$ cat config.mk
export PLATFORM = sky130hd
export DESIGN_NAME = crc_lfsr_serial
export DESIGN_NICKNAME = d
export VERILOG_FILES = /design/src/rtl/payload_crc_checker_lfsr.sv
export SDC_FILE = /design/constraint.sdc
export NUM_CORES = 1
export LEC_CHECK = 0
export ABC_CLOCK_PERIOD_IN_PS = 2900
export CAP_MARGIN = 20
export CORE_AREA = 2 2 39 41
export DETAILED_ROUTE_END_ITERATION = 12
export DIE_AREA = 0 0 41 43
export HOLD_SLACK_MARGIN = 0.06
export PLACE_DENSITY = 0.5
export RECOVER_POWER = 100
export SETUP_SLACK_MARGIN = 0.4
export SLEW_MARGIN = 20
export SYNTH_ARGS = -nofsm -noshare
export SYNTH_HDL_FRONTEND = slang
export SYNTH_SLANG_ARGS = --single-unit
$ cat constraint.sdc
create_clock -name clk -period 2.9 [get_ports clk]
set_input_delay 0.435 -clock clk [delete_from_list [all_inputs] [get_ports clk]]
set_output_delay 0.435 -clock clk [all_outputs]
set_load 0.01 [all_outputs]
$ cat src/rtl/payload_crc_checker_lfsr.sv
// Serial CRC LFSR: one data bit per enabled cycle, MSB first, reseeded by init.
module crc_lfsr_serial #(
  parameter int                 WIDTH = 8,
  parameter logic [WIDTH-1:0]   POLY  = 8'h07,
  parameter logic [WIDTH-1:0]   INIT  = 8'h00
) (
  input  logic             clk,
  input  logic             rst_n,
  input  logic             init,
  input  logic             en,
  input  logic             bit_in,
  output logic [WIDTH-1:0] crc
);

  logic fb;

  assign fb = bit_in ^ crc[WIDTH-1];

  // NOTE: sequential state uses non-blocking assignments so every register sees pre-edge values.
  always_ff @(posedge clk or negedge rst_n) begin
    if (!rst_n)    crc <= INIT;
    else if (init) crc <= INIT;
    else if (en)   crc <= {crc[WIDTH-2:0], 1'b0} ^ (fb ? POLY : '0);
  end

endmodule

Word-level counts from Yosys, hierarchy flattened
Cells that the tools add are included.
- $add $sub $neg: 0
- multiply operators: 0
- divide/modulo/power cells: 0
- $lt $le $gt $ge: 0
- equality and inequality tests: 0
- shifts and indexed selects: 0
- multiplexer cells: 3
- bitwise operators: 2
- reduce and logical (&&, ||, !) cells: 1
- operator list (operator ; number):
    2-to-1 mux 8 bit ; 2
    XOR 8 x 3 -> 8 bit ; 1
    2-to-1 mux 3 bit ; 1
    nonzero test 2 bit ; 1
    XOR 1 bit ; 1
- register bits after elaboration: 8
- bits in latches: 0
- memory bits (writable): 0
- ROM bits: 0
- output and inout bits: 8
- memories: 0

Logic depth before layout (Yosys ltp)
- depth in word-level cells: 5
- depth in mapped cells: 4

Worst setup path after synthesis
OpenSTA, ideal clock, no wires.
- path kind: input to register
- from: input port init
- to: register crc[1]
- setup time: 87 ps
- arrival time: 1161 ps
- path slack: 1652 ps
- stages: 3
- cells stage by stage: buf_2 -> or4_1 -> o211ai_1
- longest elaborated chain between the ends: 1
- elaborated cells on any way between the ends: 2
- RTL lines (item ; line ; source):
    from (decl) ; 9 ; input logic init,
    2-to-1 mux 8 bit or nonzero test 2 bit (tied branches) ; - ;
    to (signal assigned) ; 23 ; else if (en) crc <= {crc[WIDTH-2:0], 1'b0} ^ (fb ? POLY : '0);
    to (decl) ; 12 ; output logic [WIDTH-1:0] crc
Several ways; a longest one is shown, not always the timed one.
A chain may end at the register's enable or synchronous reset.

Worst setup path after layout
- from: input port en
- to: register crc[2]
- longest elaborated chain between the ends: 1
- RTL lines (item ; line ; source):
    from (decl) ; 10 ; input logic en,
    nonzero test 2 bit (no line) ; - ;
No other way between the ends.

==> reports/metrics.cfg <==
[status]
status=complete, no violations

[min_path]
hold_path.class=in2async

[worst_setup_path]
worstPathRequired_ns=3.04
reg2reg_from=crc[7]$_DFFE_PN0P_
end_kind=flop
reg2reg_to=crc[2]$_DFFE_PN0P_
crit_fanout=10
worstPathArrival_ns=2.00
reg2reg_slack_ns=1.67
reg2regPathDepth=3
crit_path_start_kind=input port
critPathKind=in2reg

[timing]
setup_viol=0
report.final.slew_viol_count=0
hold_ws_ns=0.529
fin_crit_ns=1.86
max-slew-margin-rel_pct=69.6
finalWorstSetupSlack_ns=1.04
worst_slew_pin_slew_ns=0.454
worst_clock_skew_ns=0.00242
final_hold_viol_count=0
rsz0062_at_grt=no
fmax_ghz=0.539
setup_tns_ns=0
fin_crit_sh_pct=64.0

[clock_tree]
clk-insertion-delay-late_ns=0.25
cts_made_buffers=3
clkTransAtPathRegs_ns=0.06
clock_sink_count=8
cts_max_level=1
clk_path_buf_depth=2
cts_hold_buf=0
post_cts_buffers=0
cts-resized-gates=0
cts_tree=yes
cts-root-buf=clkbuf_4

[logic_synthesis]
yosysTopAreaCell=dfrtp_1
netlist_area_um2=373
yosysUniqueCellTypes=15
yosys_warnings=0
synth_top_cell_area_share_pct=53.7
avgSynthCellArea_um2=11.7
synth_seq_area_share_pct=53.7
syn_inst=32
syn_nets=37
ys_ff_latch=8
synth_area_leaders=dfrtp_1, mux2i_1, nor2_1

[layout]
layout_commonest_cell=dlygate4sd3_1
largest_reg_flops=8
nets=52
drive_gt1_share_pct=6.67
top_regs=crc x8
layout_common_cells=dlygate4sd3_1, dfrtp_1, nor2_1
antenna_cells=0
regMostFlops=crc
area_growth_pct=39.3

[die]
rows=14
die_x_um=41
start_util_pct=26.9
dieArea_um2=1760
core_region_area_um2=1380
die-height_um=43
io_pins=13

[routing]
dr_total_vias=287
wl_per_cell_um=12.0
first_pass_iters=2
routed_wl_um=732
viasPerCell=4.70
ant_nets=0
drt_iter0_drc=2
drc_errors=0

[global_route]
overflow=0
antenna_found_initial=0
grt_pass1_wl_um=1280
grt_use_total_pct=11.4
grt_max_degree=12
grt_pass1_vias=286

[power_and_ir_drop]
p_leak_nw=0.254
total_power_mw=0.236
cellPowerDensity_nw_per_um2=454
ir_drop_mv=0.133

[run]
max_cap_viol_count=0

[placement]
gp_congestion=0.651
dp_hpwl_um=529
portBuffers=12
post-place-ws_ns=0.920

[metrics by stage]
stage                     cell area (um^2)  instances  utilization (%)
after detailed placement               497         58             35.9
after floorplan                        373         32                -
after global routing                   519         61             37.5
after CTS                              519         61             37.5
final                                  519         61             37.5
after global placement                 497         58             35.9
[logic make-up (layout without fill, tap and decap cells)]
group	count (synthesis)	count (layout)	share of synthesized area (%)
buffers and inverters	3	16	5.37
flip-flops	8	8	53.7
multiplexers	5	5	13.4
XOR/XNOR	2	2	4.70
AND/OR/NAND/NOR	11	11	16.4
AO/OA/AOI/OAI	3	3	6.38
[routing by layer]
| layer | share of wire (%) | global-route usage [%] | wire length, um |
|---|---|---|---|
| met2 | 47 | 15.0 | 345 |
| met5 | 0 | 0 | 0 |
| met4 | 0 | 8.00 | 0 |
| met3 | 7.5 | 5.24 | 55 |
| met1 | 45 | 14.2 | 331 |
[layout make-up]
| class | instances | area, um^2 |
|---|---|---|
| clock buffers | 3 | 22.5 |
| multi-input cells | 21 | 153 |
| flip-flops and latches | 8 | 200 |
| inverters | 1 | 3.75 |
| repair buffers | 12 | 120 |
| well taps | 16 | 20.0 |
| fillers | 141 | 865 |
[synthesized netlist by cell type]
library cell,count
mux2i_1,5
buf_2,1
dfrtp_1,8
inv_2,1
nand4b_1,1
xnor2_1,1
or2b_1,1
a211oi_1,1
o211ai_1,1
or4_1,2
buf_6,1
nand3b_1,1
xor2_1,1
o311ai_1,1
nor2_1,6
[worst max-delay path by stage]
stage / startpoint / endpoint / slack (ns)
2_1_floorplan: init / crc[1]$_DFFE_PN0P_ / 1.65
5_1_grt: en / crc[2]$_DFFE_PN0P_ / 0.95
3_5_place_dp: en / crc[2]$_DFFE_PN0P_ / 0.92
3_3_place_gp: en / crc[2]$_DFFE_PN0P_ / 0.96
4_1_cts: en / crc[2]$_DFFE_PN0P_ / 1.19
6_report: en / crc[2]$_DFFE_PN0P_ / 1.04
[power breakdown]
group / internal [mW] / leakage [nW] / switching, mW
Combinational: 0.0150 / 0.131 / 0.0143
Sequential: 0.116 / 0.109 / 0.00271
Clock: 0.0476 / 0.0138 / 0.0405
[worst max-delay path: stages]
cell	delay, ns
dlygate4sd3_1	0.82
inv_1	0.15
or4_1	0.48
o311ai_0	0.11
Note: power is estimated with default switching activity, not from simulation.
